File: config.mk
export PLATFORM = sky130hd
export DESIGN_NAME = priority_scan_encoder_flat
export DESIGN_NICKNAME = d
export VERILOG_FILES = /design/src/rtl/priority_scan_encoder_pkg.sv /design/src/rtl/priority_scan_encoder_if.sv /design/src/rtl/priority_scan_encoder_find.sv /design/src/rtl/priority_scan_encoder.sv /design/src/flat_wrapper.sv
export SDC_FILE = /design/constraint.sdc
export NUM_CORES = 1
export LEC_CHECK = 0
export CAP_MARGIN = 30
export CELL_PAD_IN_SITES_DETAIL_PLACEMENT = 2
export CELL_PAD_IN_SITES_GLOBAL_PLACEMENT = 2
export CORE_MARGIN = 2
export CORE_UTILIZATION = 33
export CTS_CLUSTER_DIAMETER = 30
export DETAILED_ROUTE_END_ITERATION = 16
export DONT_BUFFER_PORTS = 1
export PLACE_DENSITY_LB_ADDON = 0.1
export SLEW_MARGIN = 10
export SYNTH_ARGS = -nofsm -noshare
export SYNTH_HDL_FRONTEND = slang
export SYNTH_SLANG_ARGS = --single-unit
File: constraint.sdc
create_clock -name clk -period 2.4 [get_ports clk]
set_input_delay 0.24 -clock clk [delete_from_list [all_inputs] [get_ports clk]]
set_output_delay 0.24 -clock clk [all_outputs]
set_load 0.005 [all_outputs]
File: src/rtl/priority_scan_encoder_pkg.sv
// Shared types and helpers for the priority scan encoder.
package priority_enc_pkg;

  // Scan controller states.
  typedef enum logic {
    IDLE = 1'b0,
    SCAN = 1'b1
  } state_t;

  // Upper bound on the request width handled by the generic helpers below.
  localparam int MAX_WIDTH = 1024;

  // True when at most one bit of v is set. Callers zero-extend to MAX_WIDTH.
  function automatic logic at_most_one(input logic [MAX_WIDTH-1:0] v);
    return (v & (v - MAX_WIDTH'(1))) == '0;
  endfunction

endpackage

File: src/rtl/priority_scan_encoder_if.sv
// Request/response handshake bundle for the priority scan encoder.
interface priority_scan_encoder_if #(
  parameter int WIDTH = 16,
  parameter int IDXW  = $clog2(WIDTH)
);
  logic             flush;
  logic             in_valid;
  logic             in_ready;
  logic [WIDTH-1:0] in_vec;
  logic             out_valid;
  logic             out_ready;
  logic [IDXW-1:0]  out_idx;
  logic             out_last;
  logic             out_none;
  logic             busy;

  // Producer/consumer side (drives requests, takes beats).
  modport master (
    output flush, in_valid, in_vec, out_ready,
    input  in_ready, out_valid, out_idx, out_last, out_none, busy
  );

  // Encoder side.
  modport slave (
    input  flush, in_valid, in_vec, out_ready,
    output in_ready, out_valid, out_idx, out_last, out_none, busy
  );
endinterface

File: src/rtl/priority_scan_encoder_find.sv
// Combinational priority finder: index, found flag and one-hot of the winner.
module priority_find #(
  parameter int WIDTH     = 16,
  parameter int MSB_FIRST = 1,
  parameter int IDXW      = $clog2(WIDTH)
) (
  input  logic [WIDTH-1:0] vec,
  output logic [IDXW-1:0]  idx,
  output logic             found,
  output logic [WIDTH-1:0] onehot
);

  assign found = |vec;

  generate
    if (MSB_FIRST != 0) begin : g_msb
      // Ascending sweep; the last set bit seen (highest) wins.
      always_comb begin
        idx = '0;
        for (int i = 0; i < WIDTH; i++) begin
          if (vec[i]) idx = IDXW'(i);
        end
      end
    end else begin : g_lsb
      // Descending sweep; the last set bit seen (lowest) wins.
      always_comb begin
        idx = '0;
        for (int i = WIDTH - 1; i >= 0; i--) begin
          if (vec[i]) idx = IDXW'(i);
        end
      end
    end
  endgenerate

  // One-hot of the winner; all zeros when nothing is set, so clearing is a no-op.
  genvar gi;
  generate
    for (gi = 0; gi < WIDTH; gi++) begin : g_onehot
      assign onehot[gi] = found && (idx == IDXW'(gi));
    end
  endgenerate

endmodule

File: src/rtl/priority_scan_encoder.sv
// Sequential priority encoder: accepts a request vector and emits the index of
// every set bit, one per beat, in priority order, flagging the last beat and
// the all-zero case.
module priority_scan_encoder
  import priority_enc_pkg::*;
#(
  parameter int WIDTH     = 16,
  parameter int MSB_FIRST = 1
) (
  input logic                   clk,
  input logic                   rst_n,
  priority_scan_encoder_if.slave bus
);

  localparam int IDXW = $clog2(WIDTH);

  state_t           state;
  logic [WIDTH-1:0] pending;
  logic             none_q;

  logic [IDXW-1:0]  find_idx;
  logic             find_found;
  logic [WIDTH-1:0] find_onehot;

  logic scanning;
  logic last_beat;
  logic beat;
  logic accept;
  logic ready;

  priority_find #(
    .WIDTH     (WIDTH),
    .MSB_FIRST (MSB_FIRST),
    .IDXW      (IDXW)
  ) u_find (
    .vec    (pending),
    .idx    (find_idx),
    .found  (find_found),
    .onehot (find_onehot)
  );

  // Handshake decode; a new vector may enter on the cycle the final beat leaves.
  always_comb begin
    scanning  = (state == SCAN);
    last_beat = scanning && at_most_one(MAX_WIDTH'(pending));
    beat      = scanning && bus.out_ready;
    ready     = !bus.flush && (!scanning || (beat && last_beat));
    accept    = bus.in_valid && ready;
  end

  assign bus.in_ready  = ready;
  assign bus.out_valid = scanning;
  assign bus.out_idx   = scanning ? find_idx : '0;
  assign bus.out_last  = last_beat;
  assign bus.out_none  = scanning && none_q;
  assign bus.busy      = scanning;

  // Scan FSM and pending register; flush wins over accept and beat.
  always_ff @(posedge clk or negedge rst_n) begin
    if (!rst_n) begin
      state   <= IDLE;
      pending <= '0;
      none_q  <= 1'b0;
    end else if (bus.flush) begin
      state   <= IDLE;
      pending <= '0;
      none_q  <= 1'b0;
    end else if (accept) begin
      state   <= SCAN;
      pending <= bus.in_vec;
      none_q  <= (bus.in_vec == '0);
    end else if (beat) begin
      pending <= pending & ~find_onehot;
      if (last_beat) begin
        state  <= IDLE;
        none_q <= 1'b0;
      end
    end
  end

endmodule

File: src/flat_wrapper.sv
// flat-port wrapper written by rule: the top's interface ports become plain ports
module priority_scan_encoder_flat import priority_enc_pkg::*;
#(
  parameter int WIDTH     = 16,
  parameter int MSB_FIRST = 1
)
  (clk, rst_n, bus_flush, bus_in_valid, bus_in_vec, bus_out_ready, bus_in_ready, bus_out_valid, bus_out_idx, bus_out_last, bus_out_none, bus_busy);
  priority_scan_encoder_if #(.WIDTH(WIDTH)) bus_i ();
  input logic clk;
  input logic rst_n;
  input wire logic [$bits(bus_i.flush)-1:0] bus_flush;
  input wire logic [$bits(bus_i.in_valid)-1:0] bus_in_valid;
  input wire logic [$bits(bus_i.in_vec)-1:0] bus_in_vec;
  input wire logic [$bits(bus_i.out_ready)-1:0] bus_out_ready;
  output wire logic [$bits(bus_i.in_ready)-1:0] bus_in_ready;
  output wire logic [$bits(bus_i.out_valid)-1:0] bus_out_valid;
  output wire logic [$bits(bus_i.out_idx)-1:0] bus_out_idx;
  output wire logic [$bits(bus_i.out_last)-1:0] bus_out_last;
  output wire logic [$bits(bus_i.out_none)-1:0] bus_out_none;
  output wire logic [$bits(bus_i.busy)-1:0] bus_busy;
  assign bus_i.flush = bus_flush;
  assign bus_i.in_valid = bus_in_valid;
  assign bus_i.in_vec = bus_in_vec;
  assign bus_i.out_ready = bus_out_ready;
  assign bus_in_ready = bus_i.in_ready;
  assign bus_out_valid = bus_i.out_valid;
  assign bus_out_idx = bus_i.out_idx;
  assign bus_out_last = bus_i.out_last;
  assign bus_out_none = bus_i.out_none;
  assign bus_busy = bus_i.busy;
  priority_scan_encoder #(.WIDTH(WIDTH), .MSB_FIRST(MSB_FIRST)) u_core (.clk(clk), .rst_n(rst_n), .bus(bus_i));
endmodule
==> results of run 1 <==
## worst min path at each step
stage	start	to	slack [ns]	cells past startpoint
2_1_floorplan	rst_n	u_core.bus.busy	-0.06	0
3_3_place_gp	rst_n	u_core.pending[15]	-0.06	0
3_5_place_dp	rst_n	u_core.pending[15]	-0.06	0
4_1_cts	bus_flush	u_core.bus.busy	0.04	1
5_1_grt	bus_flush	u_core.bus.busy	0.04	1
6_report	bus_flush	u_core.bus.busy	0.05	1
## registers in the layout, summed over array words and instances (netlist names)
| name | flops |
|---|---|
| u_core.bus.busy | 1 |
| u_core.none_q | 1 |
| u_core.pending | 16 |
## cell type report
class / instances / area [sq um]
fillers: 467 / 2390
multi-input cells: 134 / 1070
flip-flops and latches: 18 / 454
repair buffers: 30 / 259
well taps: 52 / 65.1
clock buffers: 4 / 55.1
inverters: 9 / 33.8
## cell families after synthesis
logic type | share of synthesized area [%]
mux | 11.0
fa+ha+maj | 0.679
simple gates | 25.8
buf+inv | 6.20
compound gates | 25.7
flops | 30.6
## cells in the mapped netlist, types with 3 or more instances
library cell	count	share of area, %
nor2_1	11	2.8
o211ai_1	5	2.5
o22ai_1	3	1.3
nor4_1	4	1.7
dfrtp_1	18	31
nand3_1	3	1.0
a21boi_0	3	1.5
inv_1	8	2.0
and2_1	3	1.3
o311ai_0	7	4.2
o21ai_0	6	2.0
nor2b_1	4	1.7
mux2i_1	14	9.5
a21oi_1	6	2.0
clkbuf_1	8	2.0
o31ai_1	3	1.5
nand2_1	23	5.9
## per-layer routing
metal,track usage (%),vias to the layer above,part of all wire (%)
met1,30.4,748,42
met2,42.6,34,53
met3,3.56,8,3.1
met4,5.66,0,1.8
met5,0,-,0
li1,-,691,-
## power groups by stage
stage | combinational, mW | sequential (mW) | clock [mW]
CTS | 0.416 | 0.361 | 0.248
global route | 0.508 | 0.369 | 0.261
finish | 0.470 | 0.365 | 0.256
global placement | 0.348 | 0.363 | 0
detailed placement | 0.363 | 0.365 | 0
floorplan | 0.234 | 0.355 | 0
## stage by stage
step           area [sq um]  hold WS, ns  util (%)  TNS [ns]
2_1_floorplan          1470      -0.0556         -         0
3_3_place_gp           1640      -0.0552      37.9         0
3_5_place_dp           1640      -0.0552      37.9    -0.119
4_1_cts                1820       0.0405      42.0    -0.108
5_1_grt                1940       0.0389      44.8    -0.969
6_report               1940       0.0459      44.8   -0.0689
## what timing repair did
item,in CTS,in global routing
pin swaps,6,8
hold endpoints to repair,18,0
gates cloned,0,0
hold buffers,1,0
endpoints found under the setup margin,17,19
gates resized for setup,15,25
setup buffers,5,3
==> out/results.ini, run 1 <==
[routing]
drc = 0
drtPass1Iterations = 4
vias = 1481
drt_iter0_markers = 48
postRouteWirelength_um = 6020
drtAntennaViolNets = 0
routedWlPerCell_um = 24.4
via_per_inst = 6.00

[setup_path]
crit_path_start_kind = flop
r2r_cells = 8
slowest_delay_ns = 0.56
path_buf_inv = 2
required_ns = 2.57
r2r_setup_slack_ns = -0.03
cp_num_cells = 8
critPathMaxFanout = 6
cpLargestDelayFamily = simple AND/OR/NAND/NOR gates
critPathCaptureType = flop
arrival_ns = 2.60
slowest_stage = or4_4
path_class = reg2reg
crit_chain = or4_4 > o21ai_2 > and3_4 > nand4_4 > o31ai_4 > buf_4 > buf_6 > mux2i_1
crit_start = u_core.pending[3]
rr_startpoint = u_core.pending[3]
crit_end = u_core.pending[4]
worstReg2RegEnd = u_core.pending[4]

[global_routing]
antenna_found_initial = 0
gr-total-overflow = 0
grt_start_max_net_pins = 29
first_global_vias = 1714
grt.total_usage_pct = 23.9
grt_pass1_wl_um = 9360

[hold_path]
hold_path.class = in2reg

[synthesis]
syn-num-nets = 193
ys_types = 49
netlist_instances = 172
ys_warn_count = 0
async_reset_ff_share_pct = 100
syn-cell-area_sq_um = 1470
synth_edf_count = 0
synth-seq-cells = 18
yosysSeqAreaShare_pct = 30.6
synthFlopType = dfrtp_1
syn-mean-instance-area_sq_um = 8.57

[cells_and_area]
drive_gt1_share_pct = 31.8
layout.nets = 217
area_delta_synth_final_pct = 31.3
most-common-layout-cells = buf_4 (23), nand2_1 (21), dfrtp_1 (15)
final_cells = 247
final_common_cell = buf_4
antennaDiodeCount = 0

[placement]
dp_worst_setup_slack_ns = -0.0315
place.gp.congestion = 0.788
place_inst = 234
portBuffers = 0
dp_hpwl_um = 4180

[timing]
rsz0062_at_grt = true
tightestPinTransition_ns = 0.874
finalSetupViolCount = 3
period_share_pct = 101
finalWorstSetupSlack_ns = -0.0276
fmaxAchievable_mhz = 412
skew_ns = 0.0114
period_needed_ns = 2.43
hold_viol_final = 0
maxSlewHeadroom_pct = 41.6
report.final.slew_viol_count = 0

[power]
p_sw_mw = 0.409
p_total_mw = 1.09
p_leak_nw = 0.792
max-vdd-ir-drop_v = 0.000455
p_per_area_nw_per_um2 = 564
power_frac_seq_pct = 33.5
pwr-share-clk_pct = 23.4
switching_share_pct = 37.5
combPwrFrac_pct = 43.1
power.internal_mw = 0.683

[floorplan]
coreArea_sq_um = 4320
dieArea_sq_um = 5020
dieHeight_um = 70.8
start_util_pct = 34.1
ios = 30
chipWidth_um = 70.8
rows = 24

[clock_tree]
clock_sinks = 18
tritoncts = yes
htree_levels = 1
clockBufferDepth = 2
path_clk_slew_ns = 0.08
cts_root_buf = clkbuf_8
numCtsBuffers = 3
clk_latency_ns = 0.26

[job]
cap_violations = 0

[run_status]
violations = setup timing
status = finished with violations

No activity file was read; power rests on OpenSTA's default activity.
==> run 2, diff against run 1 <==
--- a/config.mk
+++ b/config.mk
@@ -6,14 +6,12 @@
 export NUM_CORES = 1
 export LEC_CHECK = 0
 export CAP_MARGIN = 30
-export CELL_PAD_IN_SITES_DETAIL_PLACEMENT = 2
-export CELL_PAD_IN_SITES_GLOBAL_PLACEMENT = 2
 export CORE_MARGIN = 2
-export CORE_UTILIZATION = 33
+export CORE_UTILIZATION = 57
 export CTS_CLUSTER_DIAMETER = 30
 export DETAILED_ROUTE_END_ITERATION = 16
 export DONT_BUFFER_PORTS = 1
-export PLACE_DENSITY_LB_ADDON = 0.1
+export PLACE_DENSITY = 0.75
 export SLEW_MARGIN = 10
 export SYNTH_ARGS = -nofsm -noshare
 export SYNTH_HDL_FRONTEND = slang
==> out/results.ini, run 2 (same netlist as run 1, synthesis figures left out) <==
[floorplan]
dieArea_sq_um = 3010  ; -40%
rows = 18  ; -25%
coreArea_sq_um = 2450  ; -43%
start_util_pct = 60.0  ; +26 points
chipWidth_um = 54.9  ; -23%
dieHeight_um = 54.9  ; -23%
ios = 30  ; unchanged

[routing]
vias = 1526  ; +3.0%
routedWlPerCell_um = 19.6  ; -20%
postRouteWirelength_um = 4480  ; -26%
drtAntennaViolNets = 0  ; unchanged
drtPass1Iterations = 4  ; unchanged
drt_iter0_markers = 63  ; +31%
drc = 0  ; unchanged
via_per_inst = 6.66  ; +11%

[hold_path]
hold-path-endpoint = u_core.pending[3]
holdPathStages = 2  ; +1
hold_path_startpoint = bus_in_vec[3]
hold_path.class = in2reg

[power]
power_frac_seq_pct = 36.5  ; +3.0 points
p_sw_mw = 0.365  ; -11%
switching_share_pct = 36.7  ; -0.78 points
p_leak_nw = 0.781  ; -1.5%
pwr-share-clk_pct = 19.5  ; -3.9 points
p_per_area_nw_per_um2 = 541  ; -4.1%
max-vdd-ir-drop_v = 0.000533  ; +17%
power.internal_mw = 0.630  ; -7.7%
combPwrFrac_pct = 44.1  ; +1.0 points

[timing]
period_share_pct = 103  ; +2.2 points
period_needed_ns = 2.48  ; +0.0537 ns
skew_ns = 0.00766  ; -0.00371 ns
tightestPinTransition_ns = 0.816  ; -0.0578 ns
maxSlewHeadroom_pct = 45.4  ; +3.9 points
rsz0062_at_grt = true
report.final.slew_viol_count = 0  ; unchanged
finalSetupViolCount = 16  ; +13
hold_viol_final = 0  ; unchanged
finalWorstSetupSlack_ns = -0.0813  ; -0.0537 ns
fmaxAchievable_mhz = 403  ; -2.2%

[global_routing]
grtUsageMet3_pct = 5.19  ; +1.6 points
gr-total-overflow = 0  ; unchanged
grt_pass1_wl_um = 6740  ; -28%
grt_start_max_net_pins = 29  ; unchanged
antenna_found_initial = 0  ; unchanged
met1_usage_pct = 42.8  ; +12 points
first_global_vias = 1410  ; -18%
grtUsageMet2_pct = 50.4  ; +7.8 points
top_usage_layer = met2
grt.total_usage_pct = 32.1  ; +8.2 points

[setup_path]
path_class = reg2reg
required_ns = 2.64  ; +0.07 ns
crit_chain = nor4_2 > buf_4 > nand4b_1 > o21ai_1 > nand4_1 > buf_4 > o31ai_4 > buf_6 > mux2i_2
rr_startpoint = u_core.pending[0]
worst_path_most_repeated_cell = buf_4
critPathMaxFanout = 7  ; +1
slowest_stage = dfrtp_2
critPathCaptureType = flop
arrival_ns = 2.72  ; +0.12 ns
r2r_setup_slack_ns = -0.08  ; -0.05 ns
worstReg2RegEnd = u_core.pending[5]
slowest_delay_ns = 0.47  ; -0.09 ns
crit_start = u_core.pending[0]
r2r_cells = 9  ; +1
crit_path_start_kind = flop

[clock_tree]
clockBufferDepth = 2  ; unchanged
cts_root_buf = clkbuf_4
clk_latency_ns = 0.31  ; +0.05 ns
numCtsBuffers = 3  ; unchanged
htree_levels = 1  ; unchanged
tritoncts = yes
path_clk_slew_ns = 0.11  ; +0.03 ns
clock_sinks = 18  ; unchanged

[cells_and_area]
fill_cells = 187  ; -60%
most-common-layout-cells = buf_4 (30), nand2_1 (22), dfrtp_1 (14)
largest_reg_flops = 16  ; unchanged
regMostFlops = u_core.pending
fin_area_sq_um = 1840  ; -5.0%
drive_gt1_share_pct = 31.2  ; -0.64 points
area_delta_synth_final_pct = 24.8
antennaDiodeCount = 0  ; unchanged
final_common_cell = buf_4
layout.nets = 221  ; +1.8%

[placement]
post_dp_cell_area_sq_um = 1590  ; -3.1%
dp_hpwl_um = 3060  ; -27%
place.gp.congestion = 0.928  ; +18%
dp_worst_setup_slack_ns = 0.00217  ; +0.0337 ns
portBuffers = 0  ; unchanged

[run_status]
violations = setup timing
status = finished with violations

[job]
cap_violations = 0  ; unchanged

## run 2: stage by stage
step / TNS (ns) / utilization [%] / hold WS (ns) / cells / total power [mW]
floorplan: 0 / - / -0.0556 / 172 / 0.589
global placement: 0 / 64.7 / -0.0553 / 209 / 0.683
detailed placement: 0 / 64.7 / -0.0554 / 209 / 0.691
CTS: -0.204 / 71.8 / 0.0699 / 224 / 0.940
global route: -1.48 / 74.9 / 0.0664 / 229 / 1.04
finish: -0.775 / 74.9 / 0.0600 / 229 / 0.995
## run 2: power groups by stage
stage               Sequential (mW)  Clock, mW  Combinational (mW)
floorplan                     0.355          0               0.234
global placement              0.362          0               0.321
detailed placement            0.364          0               0.327
CTS                           0.357      0.190               0.393
global route                  0.365      0.204               0.467
finish                        0.363      0.193               0.438
## run 2: worst max-delay path by stage
stage | to | slack, ns | cells after the start
detailed placement | u_core.pending[5] | 0.002 | 6
floorplan | u_core.pending[14] | 0.08 | 6
finish | u_core.pending[5] | -0.08 | 9
global route | bus_in_ready | -0.14 | 8
CTS | bus_in_ready | -0.06 | 7
global placement | u_core.pending[0] | 0.08 | 6
## run 2: critical path: cells and delay by family, from the launching register on
kind | cells | cell delay, ns
AOI/OAI and AO/OA | 2 | 0.47
muxes | 1 | 0.22
and+or+nand+nor | 3 | 0.64
buffers and inverters | 3 | 0.62
DFF | 1 | 0.47
## run 2: per-layer routing
layer | vias to the layer above | wire, um
li1 | 705 | -
met1 | 743 | 1810
met2 | 63 | 2220
met3 | 15 | 296
met4 | 0 | 155
met5 | - | 0
## run 2: final cells by class
type / instances / area [sq um] / share of cell area, %
clock buffers: 4 / 36.3 / 1.97
inverters: 9 / 33.8 / 1.84
multi-input cells: 134 / 1010 / 54.8
flip-flops and latches: 18 / 455 / 24.8
well taps: 30 / 37.5 / 2.04
repair buffers: 34 / 268 / 14.6
## run 2: repair_timing
action / 4_1_cts / 5_1_grt
resized for setup: 14 / 10
hold endpoints to repair: 19 / 0
hold buffers: 2 / 0
endpoints found under the setup margin: 15 / 18
gates cloned: 0 / 0
pin swaps: 6 / 7
buffers inserted: 9 / 5
==> run 3, diff against run 2 <==
--- a/config.mk
+++ b/config.mk
@@ -5,6 +5,7 @@
 export SDC_FILE = /design/constraint.sdc
 export NUM_CORES = 1
 export LEC_CHECK = 0
+export ABC_AREA = 1
 export CAP_MARGIN = 30
 export CORE_MARGIN = 2
 export CORE_UTILIZATION = 57
==> constraint.sdc (replaced) <==
create_clock -name clk -period 2.4 [get_ports clk]
set_input_delay 0.24 -clock clk [delete_from_list [all_inputs] [get_ports clk]]
set_output_delay 0.24 -clock clk [all_outputs]
set_load 0.01 [all_outputs]
==> out/results.ini, run 3 <==
[synthesis]
async_reset_ff_share_pct = 100  ; unchanged
syn-cell-area_sq_um = 1530  ; +4.0%
netlist_instances = 260  ; +51%
yosysSeqAreaShare_pct = 29.4  ; -1.2 points
netlist_top_cells_count = nand2_1 (106), inv_1 (36), nor2_1 (24)
ys_warn_count = 0  ; unchanged
synth-seq-cells = 18  ; unchanged
synth_edf_count = 0  ; unchanged
synthFlopType = dfrtp_1
ys_types = 24  ; -51%
syn-num-nets = 281  ; +46%
syn-mean-instance-area_sq_um = 5.90  ; -31%
synth_top_area_share_pct = 29.4  ; -1.2 points
synth_top_cell_by_area = dfrtp_1
yosysMostFrequentCell = nand2_1
ys_top_cells_by_area = dfrtp_1 (29%), nand2_1 (26%), inv_1 (8.8%)

[hold_path]
hold-path-endpoint = u_core.pending[2]
hold_path.class = in2reg
holdPathStages = 2  ; unchanged
hold_path_startpoint = bus_in_vec[2]

[routing]
drc = 0  ; unchanged
drt_iter0_markers = 105  ; +67%
postRouteWirelength_um = 4430  ; -1.2%
drtAntennaViolNets = 0  ; unchanged
vias = 1702  ; +12%
drtPass1Iterations = 5  ; +1
routedWlPerCell_um = 14.6  ; -25%
via_per_inst = 5.62  ; -16%

[global_routing]
grt.total_usage_pct = 28.3  ; -3.9 points
grt_pass1_wl_um = 7030  ; +4.3%
first_global_vias = 1559  ; +11%
antenna_found_initial = 0  ; unchanged
grt_start_max_net_pins = 19  ; -34%
gr-total-overflow = 0  ; unchanged

[power]
max-vdd-ir-drop_v = 0.000470  ; -12%
p_leak_nw = 0.965  ; +24%
p_per_area_nw_per_um2 = 541  ; about the same

[clock_tree]
cts_root_buf = clkbuf_4
clock_sinks = 18  ; unchanged
htree_levels = 1  ; unchanged
clk_latency_ns = 0.30  ; about the same
tritoncts = yes
numCtsBuffers = 3  ; unchanged
clockBufferDepth = 2  ; unchanged
path_clk_slew_ns = 0.10  ; about the same

[setup_path]
critPathCaptureType = primary output
path_buf_inv = 1  ; -2
rr_startpoint = u_core.pending[1]
required_ns = 2.16  ; -0.48 ns
slowest_stage = dfrtp_2
crit_chain = nor2_4 > nand2_2 > nor2_2 > nand2_1 > nand2_1 > nand3_1 > nor2_1 > nand4_1 > nand2_2 > inv_1 > nor2_2
worstReg2RegEnd = u_core.pending[8]
r2r_cells = 13  ; +4
r2r_setup_slack_ns = 0.13  ; +0.21 ns
crit_path_start_kind = flop
path_class = reg2out
critPathMaxFanout = 5  ; -2
arrival_ns = 2.07  ; -0.65 ns
slowest_delay_ns = 0.47  ; about the same
cpLargestDelayFamily = simple AND/OR/NAND/NOR gates

[floorplan]
dieArea_sq_um = 3120  ; +3.7%
dieHeight_um = 55.9  ; +1.8%
rows = 18  ; unchanged
chipWidth_um = 55.9  ; +1.8%
start_util_pct = 60.8  ; +0.72 points
ios = 30  ; unchanged
coreArea_sq_um = 2520  ; +2.8%

[timing]
hold_slack_ns = 0.0452  ; -0.0148 ns
period_share_pct = 96.1  ; -7.3 points
skew_ns = 0.00366  ; -0.00400 ns
period_needed_ns = 2.31  ; -0.175 ns
fin_setup_tns_ns = 0  ; +0.775 ns
maxSlewHeadroom_pct = 45.0  ; -0.43 points
fmaxAchievable_mhz = 434  ; +7.6%
tightestPinTransition_ns = 0.822  ; +0.00650 ns
finalSetupViolCount = 0  ; -16
report.final.slew_viol_count = 0  ; unchanged
hold_viol_final = 0  ; unchanged

[cells_and_area]
final_common_cell = nand2_1
regMostFlops = u_core.pending
most-common-layout-cells = nand2_1 (103), inv_1 (35), nand3_1 (21)
antennaDiodeCount = 0  ; unchanged
largest_reg_flops = 16  ; unchanged
layout.nets = 295  ; +33%
drive_gt1_share_pct = 18.3  ; -13 points
fin_area_sq_um = 1740  ; -5.2%
area_delta_synth_final_pct = 13.7

[placement]
portBuffers = 0  ; unchanged
place.gp.congestion = 0.962  ; +3.6%
dp_hpwl_um = 3370  ; +10%
post_dp_cell_area_sq_um = 1590  ; -0.24%

[run_status]
status = finished clean

[job]
cap_violations = 0  ; unchanged

[run 3: cell types whose count changed after synthesis, moves of 4 or more]
cell,change
clkbuf_1,-8
nor2_2,+8
o311ai_0,-7
mux2i_1,-14
nand3_1,+18
nor2b_1,-4
nand2_2,+4
nor2_1,+13
nand2_1,+83
inv_1,+28
[run 3: area by class of cell]
| class | instances | area, sq um |
|---|---|---|
| clock buffer | 4 | 36.3 |
| fill | 224 | 779 |
| inverter | 38 | 148 |
| multi-input combinational | 201 | 966 |
| sequential | 18 | 460 |
| tap | 30 | 37.5 |
| timing repair buffer | 12 | 95.1 |
[run 3: repair_timing]
| item | CTS | global route |
|---|---|---|
| hold endpoints to repair | 19 | 0 |
| hold buffers | 2 | 0 |
| gates resized for setup | 0 | 27 |
| buffers inserted | 0 | 4 |
| setup endpoints to repair | 0 | 20 |
[run 3: how the worst max path moves through the flow]
| stage | from | endpoint | slack (ns) | cells past startpoint |
|---|---|---|---|---|
| 2_1_floorplan | u_core.pending[5] | u_core.pending[7] | 0.52 | 17 |
| 3_3_place_gp | u_core.pending[5] | u_core.pending[6] | 0.09 | 15 |
| 3_5_place_dp | u_core.pending[5] | u_core.pending[6] | 0.08 | 15 |
| 4_1_cts | u_core.pending[5] | bus_out_last | 0.05 | 9 |
| 5_1_grt | u_core.pending[1] | bus_in_ready | -0.03 | 11 |
| 6_report | u_core.pending[1] | bus_in_ready | 0.09 | 11 |
[run 3: routing by layer]
| metal | vias to the layer above | GRT usage (%) | share of wire (%) |
|---|---|---|---|
| met1 | 749 | 41.7 | 45 |
| met5 | - | 0 | 0 |
| met2 | 86 | 43.0 | 45 |
| met4 | 0 | 10.9 | 2.5 |
| li1 | 853 | - | - |
| met3 | 14 | 2.33 | 7.7 |
[run 3: power breakdown]
part | switching [mW] | internal (mW)
clock network | 0.0978 | 0.0927
logic | 0.263 | 0.128
registers | 0.0374 | 0.325
[run 3: cells by family after synthesis]
group | Yosys count | share of synthesized area (%)
compound gates | 24 | 9.55
buf+inv | 41 | 11.3
flops | 18 | 29.4
simple gates | 177 | 49.8
[run 3: worst reg2reg max path, cell delays in order (launching register included)]
cell and delay [ns]:
dfrtp_2 0.47, nor2_4 0.17, nand2_2 0.12, nor2_2 0.14, nand2_1 0.09, nand2_1 0.07
nand3_1 0.09, nor2_1 0.11, nand4_1 0.17, nand2_2 0.15, nand3_4 0.17, or2_0 0.25
nand3_1 0.09, o21ai_1 0.07
[run 3: through the flow]
| stage | util, % | power (mW) | worst slack [ns] | std cells |
|---|---|---|---|---|
| 5_1_grt | 69.1 | 1.01 | -0.0284 | 303 |
| 3_5_place_dp | 62.8 | 0.704 | 0.0817 | 293 |
| 3_3_place_gp | 62.8 | 0.704 | 0.0923 | 293 |
| 2_1_floorplan | - | 0.624 | 0.523 | 260 |
| 4_1_cts | 65.1 | 0.901 | 0.0500 | 299 |
| 6_report | 69.1 | 0.943 | 0.0936 | 303 |
